==> src/rtl/hdlc_tx_framer.sv <==
// HDLC transmit framer: flags, LSB-first bit stuffing, abort and underrun.
// Define HDLC_TX_IDLE_FLAGS_EN to fill the idle line with back-to-back flags.
module hdlc_tx_framer (
  input  logic       Clk,
  input  logic       Rst,
  input  logic [7:0] Tx_Data,
  input  logic       Tx_Valid,
  input  logic       Tx_Last,
  output logic       Tx_Ready,
  input  logic       Tx_AbortFrame,
  output logic       Tx,
  output logic       Tx_ValidFrame,
  output logic       Tx_AbortedTrans,
  output logic       Tx_Done
);

  typedef enum logic [2:0] {
    S_IDLE, S_START, S_DATA, S_END, S_ABORT
  } state_t;

  state_t     r_state, w_state_nx;
  logic [2:0] r_cnt, w_cnt_nx;
  logic [2:0] r_ones, w_ones_nx, w_ones_inc;
  logic [7:0] r_shift, w_shift_nx;
  logic [7:0] r_hold, w_hold_nx;
  logic       r_hold_full, w_hold_full_nx;
  logic       r_hold_last, w_hold_last_nx;
  logic       r_shift_last, w_shift_last_nx;
  logic       r_last_in, w_last_in_nx;
  logic       r_end_pend, w_end_pend_nx;
  logic       r_tx, w_bit, w_acc, w_stuff;
  logic       w_go_abort, w_load_ok, w_load_last, w_flag_bit;
  logic [7:0] w_load_data;

  assign Tx_Ready = !Rst && !r_hold_full && !r_last_in &&
                    ((r_state == S_IDLE) || (r_state == S_START) ||
                     (r_state == S_DATA));
  assign w_acc       = Tx_Valid && Tx_Ready;
  assign w_stuff     = (r_state == S_DATA) && (r_ones == 3'd5);
  assign w_load_ok   = r_hold_full || w_acc;
  assign w_load_data = r_hold_full ? r_hold : Tx_Data;
  assign w_load_last = r_hold_full ? r_hold_last : Tx_Last;
  assign w_flag_bit  = (r_cnt != 3'd0) && (r_cnt != 3'd7);
  assign w_ones_inc  = r_shift[0] ? (r_ones + 3'd1) : 3'd0;

  assign Tx              = r_tx;
  assign Tx_ValidFrame   = (r_state == S_START) || (r_state == S_DATA);
  assign Tx_Done         = (r_state == S_END) && (r_cnt == 3'd7);
  assign Tx_AbortedTrans = (r_state == S_ABORT) && (r_cnt == 3'd7);

  always_comb begin
    w_state_nx      = r_state;
    w_cnt_nx        = r_cnt;
    w_ones_nx       = r_ones;
    w_shift_nx      = r_shift;
    w_hold_nx       = r_hold;
    w_hold_full_nx  = r_hold_full;
    w_hold_last_nx  = r_hold_last;
    w_shift_last_nx = r_shift_last;
    w_last_in_nx    = r_last_in;
    w_end_pend_nx   = r_end_pend;
    w_bit           = 1'b1;
    w_go_abort      = 1'b0;
    if (w_acc) begin
      w_hold_nx      = Tx_Data;
      w_hold_full_nx = 1'b1;
      w_hold_last_nx = Tx_Last;
      if (Tx_Last) w_last_in_nx = 1'b1;
    end
    unique case (r_state)
      S_IDLE: begin
`ifdef HDLC_TX_IDLE_FLAGS_EN
        w_bit    = w_flag_bit;
        w_cnt_nx = r_cnt + 3'd1;
        if ((r_cnt == 3'd7) && w_load_ok) begin
          w_state_nx = S_START;
          w_ones_nx  = 3'd0;
        end
`else
        w_bit = 1'b1;
        if (w_acc) begin
          w_state_nx = S_START;
          w_cnt_nx   = 3'd0;
          w_ones_nx  = 3'd0;
        end
`endif
      end
      S_START: begin
        w_bit    = w_flag_bit;
        w_cnt_nx = r_cnt + 3'd1;
        if (Tx_AbortFrame) begin
          w_go_abort = 1'b1;
        end else if (r_cnt == 3'd7) begin
          w_state_nx      = S_DATA;
          w_shift_nx      = r_hold;
          w_shift_last_nx = r_hold_last;
          w_hold_full_nx  = 1'b0;
        end
      end
      S_DATA: begin
        if (w_stuff) begin
          w_bit     = 1'b0;
          w_ones_nx = 3'd0;
        end else begin
          w_bit      = r_shift[0];
          w_ones_nx  = w_ones_inc;
          w_shift_nx = {1'b0, r_shift[7:1]};
          w_cnt_nx   = r_cnt + 3'd1;
        end
        if (Tx_AbortFrame) begin
          w_go_abort = 1'b1;
        end else if (w_stuff) begin
          if (r_end_pend) begin
            w_state_nx    = S_END;
            w_end_pend_nx = 1'b0;
          end
        end else if (r_cnt == 3'd7) begin
          if (r_shift_last) begin
            // a final run of five ones still owes its stuffed zero
            if (w_ones_inc == 3'd5) w_end_pend_nx = 1'b1;
            else                    w_state_nx    = S_END;
          end else if (w_load_ok) begin
            w_shift_nx      = w_load_data;
            w_shift_last_nx = w_load_last;
            w_hold_full_nx  = 1'b0;
          end else begin
            w_go_abort = 1'b1;
          end
        end
      end
      S_END: begin
        w_bit    = w_flag_bit;
        w_cnt_nx = r_cnt + 3'd1;
        if (r_cnt == 3'd7) begin
          w_state_nx   = S_IDLE;
          w_last_in_nx = 1'b0;
        end
      end
      S_ABORT: begin
        w_bit    = (r_cnt != 3'd0);
        w_cnt_nx = r_cnt + 3'd1;
        if (r_cnt == 3'd7) w_state_nx = S_IDLE;
      end
      default: w_state_nx = S_IDLE;
    endcase
    if (w_go_abort) begin
      w_state_nx      = S_ABORT;
      w_cnt_nx        = 3'd0;
      w_ones_nx       = 3'd0;
      w_hold_full_nx  = 1'b0;
      w_shift_last_nx = 1'b0;
      w_last_in_nx    = 1'b0;
      w_end_pend_nx   = 1'b0;
    end
  end

  always_ff @(posedge Clk) begin
    if (Rst) begin
      r_state      <= S_IDLE;
      r_cnt        <= 3'd0;
      r_ones       <= 3'd0;
      r_shift      <= 8'd0;
      r_hold       <= 8'd0;
      r_hold_full  <= 1'b0;
      r_hold_last  <= 1'b0;
      r_shift_last <= 1'b0;
      r_last_in    <= 1'b0;
      r_end_pend   <= 1'b0;
      r_tx         <= 1'b1;
    end else begin
      r_state      <= w_state_nx;
      r_cnt        <= w_cnt_nx;
      r_ones       <= w_ones_nx;
      r_shift      <= w_shift_nx;
      r_hold       <= w_hold_nx;
      r_hold_full  <= w_hold_full_nx;
      r_hold_last  <= w_hold_last_nx;
      r_shift_last <= w_shift_last_nx;
      r_last_in    <= w_last_in_nx;
      r_end_pend   <= w_end_pend_nx;
      r_tx         <= w_bit;
    end
  end

endmodule

==> config.mk <==
export PLATFORM = sky130hd
export DESIGN_NAME = hdlc_tx_framer
export DESIGN_NICKNAME = d
export VERILOG_FILES = /design/src/rtl/hdlc_tx_framer.sv
export SDC_FILE = /design/constraint.sdc
export NUM_CORES = 1
export LEC_CHECK = 0
export ABC_AREA = 0
export BUFFER_PORTS_ARGS = -buffer_cell sky130_fd_sc_hd__buf_2
export CAP_MARGIN = 20
export CORE_MARGIN = 2
export CORE_UTILIZATION = 40
export CTS_CLUSTER_DIAMETER = 50
export DETAILED_ROUTE_END_ITERATION = 12
export GPL_ROUTABILITY_DRIVEN = 0
export HOLD_SLACK_MARGIN = 0.12
export PLACE_DENSITY = 0.58
export SETUP_SLACK_MARGIN = 0.3
export SLEW_MARGIN = 25
export SYNTH_ARGS = -nofsm -noshare
export SYNTH_HDL_FRONTEND = slang
export SYNTH_SLANG_ARGS = --single-unit
==> constraint.sdc <==
create_clock -name Clk -period 2.5 [get_ports Clk]
set_clock_uncertainty 0.15 [all_clocks]
set_input_delay 0.125 -clock Clk [delete_from_list [all_inputs] [get_ports Clk]]
set_output_delay 0.125 -clock Clk [all_outputs]
set_load 0.1 [all_outputs]
# Word-level counts from Yosys, hierarchy flattened
# Index checks and enable logic that the tools add are counted.
totals:
  register_bits: 31
  latchBits: 0
  ram_bits: 0
  rom_bits: 0
  input_bits: 13
  out_inout_bits: 5
  wordCells: 140
  mem_count: 0
classes:
  n_addsub: 2
  mul: 0
  div: 0
  magnitude_cmp: 0
  n_eq_ne: 28
  n_shift: 0
  mux: 63
  bitwise_logic: 1
  n_reduce_logical: 34
ops:
  columns: ["operator", "n"]
  rows:
  - ["two-way mux 8 bit", 9]
  - ["two-way mux 3 bit", 15]
  - ["two-way mux 1 bit", 31]
  - ["!= test 3 bit (second input constant)", 7]
  - ["AND reduction 9 bit", 2]
  - ["case mux 8 bit (2 select lines)", 1]
  - ["== test 3 bit (second input constant)", 4]
  - ["!= test 4 bit (second input constant)", 3]
  - ["case mux 3 bit (4 select lines)", 1]
  - ["nonzero test 2 bit", 5]
  - ["case mux 3 bit (3 select lines)", 1]
  - ["logical AND 1 bit", 8]
  - ["!= test 2 bit (second input constant)", 4]
  - ["adder 3 x 1 -> 3 bit (second input constant)", 2]
  - ["== test 3 x 2 -> 1 bit (second input constant)", 2]
  - ["!= test 2 x 1 -> 1 bit (second input constant)", 3]
  - ["!= test 3 x 2 -> 1 bit (second input constant)", 2]
  - ["case mux 1 bit (2 select lines)", 3]
  - ["case mux 3 bit (2 select lines)", 1]
  - ["AND reduction 3 bit", 2]
  - ["AND reduction 6 bit", 1]
  - ["nonzero test 3 bit", 2]
  - ["OR reduction 2 bit", 3]
  - ["AND reduction 5 bit", 1]
  - ["10 further kinds", 15]

# Logic depth before layout (Yosys ltp)
# Gate-level depths: netlist of the first run.
logic_depth:
  depth_word: 14
  mapped_depth: 9
  depth_no_buf: 7

# Worst setup path before layout of the first run
# OpenSTA, ideal clock, no wires.
synth_path:
  kind: "register -> register"
  start: "register r_cnt[0]"
  end: "register r_last_in"
  setup_time_ps: 247
  t_arrival_ps: 3201
  required_time_ps: 2103
  path_slack_ps: -1097
  path_stages_with_launch: 6
  path_buffers: 0
  period_less_slack_ps: 3597
  path_cell_list: "dfxtp_1 ha_1 ha_1 nand2_1 nor3b_1 nor3_1"
synth_via:
  elab_chain_cells: 6
  elab_cells_between_ends: 8
  classes_between: "eq/ne: 1; mux: 6; reduce/logical: 1"
synth_rtl:
  columns: ["element", "line_no", "text"]
  rows:
  - ["start: declaration", "22", "logic [2:0] r_cnt, w_cnt_nx;"]
  - ["start signal: assignment", "172", "r_cnt <= w_cnt_nx;"]
  - ["== test 3 bit (*)", "117, 134", null]
  - ["two-way mux 1 bit", "117", "end else if (r_cnt == 3'd7) begin"]
  - ["two-way mux 1 bit", "112", "end else if (w_stuff) begin"]
  - ["two-way mux 1 bit", "110", "if (Tx_AbortFrame) begin"]
  - ["case mux 1 bit (2 select lines)", "70", "unique case (r_state)"]
  - ["OR reduction 2 bit (no source line)", null, null]
  - ["end signal: assignment", "179", "r_last_in <= w_last_in_nx;"]
  - ["end: declaration", "29", "logic r_last_in, w_last_in_nx;"]
# Mark *: on every way between the ends. The rest lies on a longest branch, timed or not.
# A chain may end at the register's enable or synchronous reset.

# Final worst setup path of the first run
layout_path:
  start: "register r_ones[0]"
  end: "register r_shift[0]"
layout_via:
  elab_chain_cells: 9
layout_rtl:
  columns: ["element", "line_no", "text"]
  rows:
  - ["start: declaration", "23", "logic [2:0] r_ones, w_ones_nx, w_ones_inc;"]
  - ["start signal: assignment", "173", "r_ones <= w_ones_nx;"]
  - ["== test 3 bit (*)", "39", "assign w_stuff = (r_state == S_DATA) && (r_ones == 3'd5);"]
  - ["logical AND 1 bit (*)", "39", null]
  - ["two-way mux 8 bit", "101", "if (w_stuff) begin"]
  - ["two-way mux 8 bit", "122", "end else if (w_load_ok) begin"]
  - ["two-way mux 8 bit", "118", "if (r_shift_last) begin"]
  - ["two-way mux 8 bit", "117", null]
  - ["two-way mux 8 bit", "112", null]
  - ["two-way mux 8 bit (*)", "110", null]
  - ["case mux 8 bit (2 select lines) (*)", "70", null]
  - ["end signal: assignment", "174", "r_shift <= w_shift_nx;"]
  - ["end: declaration", "24", "logic [7:0] r_shift, w_shift_nx;"]
# Marks and branches as above.

==> results.toml, run 1 <==
[global_route]
antenna_found_initial = 0
grt_pass1_vias = 1855
grt-ovfl-total = 0
grt_usage_pct = 22.4
grt_pass1_wl_um = 9200
grt_max_degree = 23

[timing]
worst_pin_slew_ps = 536
slew-limit-headroom_pct = 64.2
finalMaxSlewViolations = 0
fmax_mhz = 465
rsz0062_at_grt = "true"
hold_viol = 0
finalSetupViolCount = 0
fin_crit_ps = 2150
finalCritPeriodShare_pct = 86.0
timing.setup.tns_ps = 0
timing.hold.ws_ps = 146

[floorplan]
pin_count = 18
start_util_pct = 41.2
die_area_um2 = 5370
dieWidth_um = 73.3
core_um2 = 4660
dieHeight_um = 73.3
fp-row-count = 25

[detailed_routing]
route.vias.total = 2030
wirelength_um = 5700
drtIter0Drc = 241
firstDrtPassIters = 4
avgRoutedWirePerCell_um = 16.9
vias_per_cell = 6.02
drcViolationCount = 0
ant_nets = 0

[finish]
syn_to_final_growth_pct = 25.7
antennaDiodeCount = 0
drive_gt1_share_pct = 24.4
nFillCells = 441
utilization_pct = 51.8
final_nets = 301
layout_common_cells = "nand2_1 (39), dfxtp_1 (29), a21oi_1 (23)"
layout_commonest_cell = "nand2_1"

[synthesis]
synth_fp_nets = 265
syn_avg_cell_area_um2 = 7.77
synth.cell_area_um2 = 1920
ys_ff_latch = 31
ys.flop_type = "dfxtp_1"
synth_edf_count = 0
ys_seq_area_share_pct = 32.3
syn_inst = 247
yosysWarnings = 0
async_reset_ff_share_pct = 0
synth.distinct_cells = 50

[power]
pwr_density_cell_nw_per_um2 = 920
power_mw = 2.22
p_leak_nw = 0.907
vdd_drop_max_v = 0.000466

[place]
io_buffers = 17
hpwl_um = 3800

[clock_tree]
cts.sinks = 31
clockBufferDepth = 2
cts_tree = "built"
clkTransAtPathRegs_ps = 70
cts_max_level = 2
numCtsBuffers = 5
cts_root_buf = "clkbuf_8"
clk-insertion-delay-late_ps = 290

[hold_path]
min_path_type = "in2reg"

[outcome]
run_status = "finished clean"

[flow_run]
max-cap-violations = 0

[setup_path]
end_kind = "register"
critPathLaunchType = "register"
critPathArrivalTime_ps = 2160
cp_max_fo = 7
path_class = "reg2reg"
required_ps = 2510
==> per-layer routing <==
layer,track usage [%],up-vias,part of all wire (%)
met5,0,-,0
met4,9.26,0,1.3
met3,4.66,7,6.8
met2,30.0,73,45
met1,34.2,949,47
li1,-,1001,-
==> cells by family after synthesis <==
logic type | share of synthesized area, %
compound gates | 30.4
mux | 3.72
flops | 32.3
fa+ha+maj | 3.26
buf+inv | 5.54
xor+xnor | 0.456
simple gates | 24.3
==> metrics by stage <==
stage,instances,worst slack (ps),instance area [µm²]
2_1_floorplan,247,223,1940
3_3_place_gp,316,116,2120
3_5_place_dp,316,81.4,2120
4_1_cts,333,254,2320
5_1_grt,337,254,2410
6_report,337,351,2410
==> worst paths after layout <==
| kind | start | end | slack [ps] | cells after the start |
|---|---|---|---|---|
| max | r_ones[0] | r_shift[0] | 350 | 6 |
| min | Rst | r_hold[2] | 150 | 3 |
| max reg2reg | r_ones[0] | r_shift[0] | 350 | 6 |
| min reg2reg | r_hold[7] | r_hold[7] | 310 | 2 |
==> registers in the layout (all words and copies together) (netlist names), named ones only <==
signal and count:
r_shift 7, r_hold_last 1, r_state 3, r_hold_full 1
Tx 1, r_end_pend 1, r_ones 3, r_last_in 1
r_cnt 3, r_shift_last 1, r_hold 8
==> final cells by class <==
class | count | area (µm²) | share of cell area [%]
clock buffer | 6 | 82.6 | 3.42
sequential | 31 | 626 | 25.9
tap | 54 | 67.6 | 2.80
inverter | 7 | 26.3 | 1.09
multi-input combinational | 195 | 1300 | 53.8
timing repair buffer | 43 | 308 | 12.8
clock inverter | 1 | 5.00 | 0.207
==> power by group <==
part	switching (mW)	total [mW]	internal, mW	leakage [nW]
Clock	0.195	0.411	0.216	0.0470
Sequential	0.109	0.698	0.589	0.253
Combinational	0.718	1.11	0.391	0.606
==> critical path, cell delays in order (launching register included) <==
cell and delay [ps]:
dfxtp_4 370, ha_1 180, nand2_2 110, or3_4 460
mux2_2 290, a221oi_1 310, o32ai_1 150
==> cell usage after synthesis (all sizes together), types with 4 or more instances <==
library cell	instances	area, µm²
a21oi	24	120
a221oi	12	111
buf	7	46.3
clkbuf	9	33.8
dfxtp	31	621
ha	5	62.6
inv	7	26.3
mux2	6	71.3
nand2	40	150
nand2b	4	32.5
nor2	21	81.3
nor3	11	60.1
o21ai	17	85.1
o32ai	6	52.6
==> repair_timing <==
action,4_1_cts,5_1_grt
gates cloned,0,2
setup buffers,0,2
hold buffers,10,0
resized for setup,3,14
endpoints found under the hold margin,19,0
pin swaps,1,2
setup endpoints to repair,16,21
Power figures use the tool's default switching activity.
==> run 2: changes to the inputs <==
--- a/config.mk
+++ b/config.mk
@@ -9,12 +9,12 @@
 export BUFFER_PORTS_ARGS = -buffer_cell sky130_fd_sc_hd__buf_2
 export CAP_MARGIN = 20
 export CORE_MARGIN = 2
-export CORE_UTILIZATION = 40
-export CTS_CLUSTER_DIAMETER = 50
+export CORE_UTILIZATION = 59
+export CTS_CLUSTER_DIAMETER = 200
 export DETAILED_ROUTE_END_ITERATION = 12
 export GPL_ROUTABILITY_DRIVEN = 0
 export HOLD_SLACK_MARGIN = 0.12
-export PLACE_DENSITY = 0.58
+export PLACE_DENSITY = 0.79
 export SETUP_SLACK_MARGIN = 0.3
 export SLEW_MARGIN = 25
 export SYNTH_ARGS = -nofsm -noshare
==> run 2 against run 1 <==
Compared with the run above: clock power down 14%; maximum frequency shrank 0.65%; register-to-register slack hardly changed; final area increased by 0.52%; non-clock buffer count increased by 4; core utilization up 27 points; worst setup slack got worse by 14 ps; largest power group unchanged.
==> results.toml, run 2 (synthesis gave the netlist of run 1 again) <==
[timing]
worst_pin_slew_ps = 530
timing.setup.tns_ps = 0
finalMaxSlewViolations = 0
layout_setup_ws_ps = 337
finalCritPeriodShare_pct = 86.5
hold_viol = 0
slew-limit-headroom_pct = 64.6
fin_crit_ps = 2160
rsz0062_at_grt = "true"
finalSetupViolCount = 0
fmax_mhz = 462

[finish]
drive_gt1_share_pct = 25.8
layout_common_cells = "nand2_1 (39), dfxtp_1 (29), a21oi_1 (23)"
nFillCells = 237
syn_to_final_growth_pct = 26.3
antennaDiodeCount = 0
multi_input_area_um2 = 1300
top_regs = "r_hold: 8 flops, r_shift: 7 flops"
top_register = "r_hold"
largest_reg_flops = 8
final_nets = 304
seq_area_um2 = 626
stdcell_count = 331
layout_commonest_cell = "nand2_1"

[clock_tree]
numCtsBuffers = 5
cts_root_buf = "clkbuf_4"
cts.sinks = 31
cts_tree = "built"
clkTransAtPathRegs_ps = 100
clk-insertion-delay-late_ps = 350
clockBufferDepth = 2
cts_max_level = 2

[floorplan]
start_util_pct = 62.4
dieWidth_um = 61.0
die_area_um2 = 3730
core_um2 = 3080
fp-row-count = 20
dieHeight_um = 61.0
pin_count = 18

[hold_path]
hold_end = "r_hold_full"
whs_path_depth = 5
min-delay-start = "Tx_Valid"
min_path_type = "in2reg"

[place]
io_buffers = 17
dp.cells = 307
dp_slack_ps = 64.6
hpwl_um = 3630

[power]
switchingPower_mw = 1.07
vdd_drop_max_v = 0.000704
p_leak_nw = 0.923
comb_power_share_pct = 51.8
p_seq_share_pct = 32.5
switching_share_pct = 47.6
clock_power_share_pct = 15.8
pwr_density_cell_nw_per_um2 = 925
p_int_mw = 1.18

[setup_path]
critPathArrivalTime_ps = 2250
worst-path-buf-inv = 0
cp_slowest_cell = "or3b_4"
required_ps = 2590
path_cells = "or3b_4, nor2_2, nor4b_4, a211o_1, nor2_1"
r2r_end = "r_ones[0]"
path_class = "reg2reg"
path_delay_family = "simple AND/OR/NAND/NOR gates"
critPathLaunchType = "register"
cp_max_fo = 8
end_kind = "register"
critPathMaxStageDelay_ps = 510
r2r_slack_ps = 340
reg2reg_depth = 5
reg2reg_from = "r_state[2]"

[detailed_routing]
drtIter0Drc = 308
vias_per_cell = 6.42
route.vias.total = 2125
wirelength_um = 5850
firstDrtPassIters = 5
avgRoutedWirePerCell_um = 17.7
ant_nets = 0
drcViolationCount = 0

[global_route]
grt_pass1_vias = 1931
grt_max_degree = 17
antenna_found_initial = 0
grt-ovfl-total = 0
grt_pass1_wl_um = 9340
grt_usage_pct = 34.4

[flow_run]
max-cap-violations = 0

[outcome]
run_status = "finished clean"
## run 2: area by class of cell
type	count	area share, %
Timing Repair Buffer	47	14.2
Inverter	7	1.08
Multi-Input combinational cell	194	53.8
Tap cell	44	2.27
Clock buffer	8	2.84
Sequential cell	31	25.8
## run 2: metrics by stage
step	cell area [µm²]	hold slack [ps]	utilization, %	power, mW
6_report	2420	290	78.8	2.24
5_1_grt	2420	316	78.8	2.36
4_1_cts	2350	228	76.2	2.16
3_5_place_dp	2110	240	68.7	1.77
3_3_place_gp	2110	227	68.7	1.75
2_1_floorplan	1940	111	-	1.49
## run 2: worst max-delay path by stage
| stage | slack, ps | start | endpoint | cells past startpoint |
|---|---|---|---|---|
| 6_report | 340 | r_state[2] | r_ones[0] | 5 |
| 5_1_grt | 250 | Rst | r_shift[5] | 7 |
| 4_1_cts | 290 | r_ones[0] | r_shift[4] | 6 |
| 3_5_place_dp | 60 | r_ones[0] | r_shift[4] | 6 |
| 3_3_place_gp | 110 | r_state[1] | r_hold_full | 5 |
| 2_1_floorplan | 220 | r_state[0] | r_last_in | 5 |
## run 2: repair_timing
item | in CTS | in global routing
pin swaps | 2 | 1
hold buffers | 12 | 0
hold endpoints to repair | 21 | 0
setup buffers | 0 | 3
gates resized for setup | 8 | 15
gates cloned | 1 | 0
endpoints found under the setup margin | 19 | 12
## run 2: routing by layer
metal / share of wire [%] / track usage (%) / wire (µm) / vias up
li1: - / - / - / 1006
met1: 42 / 48.3 / 2460 / 971
met2: 46 / 51.2 / 2700 / 127
met3: 9.5 / 8.61 / 558 / 21
met4: 2.3 / 12.1 / 136 / 0
met5: 0 / 0 / 0 / -
## run 2: power by group through the flow
stage | logic [mW] | clock network (mW) | registers (mW)
after floorplan | 0.774 | 0 | 0.719
after global placement | 1.03 | 0 | 0.717
after detailed placement | 1.05 | 0 | 0.720
after CTS | 1.09 | 0.355 | 0.715
after global routing | 1.25 | 0.375 | 0.739
final | 1.16 | 0.353 | 0.728
## run 2: worst reg2reg max path, cell delays in order (launching register included)
cell and delay (ps):
dfxtp_1 440, or3b_4 510, nor2_2 250, nor4b_4 330
a211o_1 300, nor2_1 80
==> run 3: changes to the inputs <==
--- a/config.mk
+++ b/config.mk
@@ -15,6 +15,7 @@
 export GPL_ROUTABILITY_DRIVEN = 0
 export HOLD_SLACK_MARGIN = 0.12
 export PLACE_DENSITY = 0.79
+export RECOVER_POWER = 50
 export SETUP_SLACK_MARGIN = 0.3
 export SLEW_MARGIN = 25
 export SYNTH_ARGS = -nofsm -noshare
==> constraint.sdc (replaced) <==
create_clock -name Clk -period 2.4 [get_ports Clk]
set_clock_uncertainty 0.15 [all_clocks]
set_input_delay 0.12 -clock Clk [delete_from_list [all_inputs] [get_ports Clk]]
set_output_delay 0.12 -clock Clk [all_outputs]
set_load 0.1 [all_outputs]
==> run 3 against run 2 <==
Compared with the run above: power is 4.8% higher; first-iteration DRC count fell by 28%; final area increased by 4.5%; clock power increased by 4%.
==> results.toml, run 3 (synthesis gave the netlist of run 1 again) <==
[outcome]
run_status = "finished clean"

[timing]
finalCritPeriodShare_pct = 92.1
finalSetupViolCount = 0
hold_viol = 0
rsz0062_at_grt = "true"
fmax_mhz = 452
finalMaxSlewViolations = 0
worst_pin_slew_ps = 1160
fin_crit_ps = 2210
slew-limit-headroom_pct = 23.0
timing.setup.tns_ps = 0

[place]
io_buffers = 17
hpwl_um = 3590
dp.cells = 314

[clock_tree]
clk-insertion-delay-late_ps = 350
clkTransAtPathRegs_ps = 110
cts_max_level = 2
cts_root_buf = "clkbuf_4"
cts_tree = "built"
numCtsBuffers = 5
clockBufferDepth = 2
cts.sinks = 31

[hold_path]
min_path_type = "in2reg"
whs_path_depth = 5

[floorplan]
start_util_pct = 62.4
die_area_um2 = 3730
dieWidth_um = 61.0
pin_count = 18
dieHeight_um = 61.0
core_um2 = 3080
fp-row-count = 20

[finish]
multi_input_area_um2 = 1380
largest_reg_flops = 8
nFillCells = 201
seq_area_um2 = 627
antennaDiodeCount = 0
final_nets = 309
utilization_pct = 82.3
syn_to_final_growth_pct = 32.0
drive_gt1_share_pct = 28.4
top_regs = "r_hold: 8 flops, r_shift: 7 flops"
stdcell_count = 336
layout_commonest_cell = "nand2_1"
top_register = "r_hold"
layout_common_cells = "nand2_1 (39), dfxtp_1 (26), a21oi_1 (23)"

[detailed_routing]
wirelength_um = 5750
route.met3.wl_um = 506
firstDrtPassIters = 5
vias_per_cell = 6.41
wl_met1_um = 2500
route.vias.total = 2154
wl_met2_um = 2640
highest_layer = "met4"
ant_nets = 0
avgRoutedWirePerCell_um = 17.1
drtIter0Drc = 221
drcViolationCount = 0

[setup_path]
critPathLaunchType = "register"
reg2reg_depth = 7
cp_max_fo = 7
critPathArrivalTime_ps = 1940
r2r_slack_ps = 210
path_class = "reg2out"
end_kind = "primary output"
required_ps = 2130

[global_route]
grt_usage_pct = 32.9
grt_pass1_wl_um = 9070
grt_pass1_vias = 1985
grt-ovfl-total = 0
antenna_found_initial = 0
grt_max_degree = 24

[flow_run]
max-cap-violations = 0

[power]
vdd_drop_max_v = 0.000808
power_mw = 2.35
pwr_density_cell_nw_per_um2 = 928
p_leak_nw = 0.949
[run 3: changes by cell type in the layout (fill, tap and decap cells not counted), moves of 2 or more]
cell      previous run  this run
dfxtp_2              1         5
a221oi_1             8         5
a221oi_2             4         7
buf_2               15        12
buf_4               18        21
clkbuf_1             1         4
clkbuf_2             0         3
dfxtp_1             29        26
nor3_2               3         0
clkbuf_4             7         5
nor2_4               0         2
nor3_4               0         2
[run 3: layout make-up]
type	count	area share, %
Sequential cell	31	24.7
Inverter	7	1.04
Timing Repair Buffer	51	14.8
Multi-Input combinational cell	195	54.6
Tap cell	44	2.17
Clock buffer	8	2.72
[run 3: timing repair]
action,4_1_cts,5_1_grt
buffers inserted,1,0
endpoints found under the hold margin,21,0
hold buffers,11,0
endpoints found under the setup margin,22,23
resized for setup,12,27
cloned,2,0
pin swaps,2,1
[run 3: worst paths after layout]
kind | startpoint | to
worst max-delay path | r_state[1] | Tx_Ready
worst min-delay path | Tx_Valid | r_hold[2]
worst max register to register | r_ones[0] | r_state[0]
worst min register to register | r_cnt[0] | r_cnt[0]
[run 3: metrics by stage]
step	setup WS, ps	hold slack (ps)	instance area [µm²]
6_report	189	244	2530
5_1_grt	120	266	2530
4_1_cts	286	129	2440
3_5_place_dp	60.2	233	2190
3_3_place_gp	129	222	2190
2_1_floorplan	269	106	1960
[run 3: metal layers]
layer  vias to the layer above  GRT usage (%)
li1                       1017              -
met1                      1002           44.6
met2                       122           50.8
met3                        13           9.24
met4                         0           10.9
met5                         -              0
[run 3: critical path, stage by stage (launching register included)]
cell	delay, ps
dfxtp_2	380
a211o_1	350
clkbuf_1	220
nor3_4	160
clkbuf_2	480
[run 3: power by group]
group          switching (mW)  total, mW  internal, mW
Sequential              0.146      0.765         0.619
Combinational           0.771       1.22         0.448
Clock                   0.194      0.367         0.172
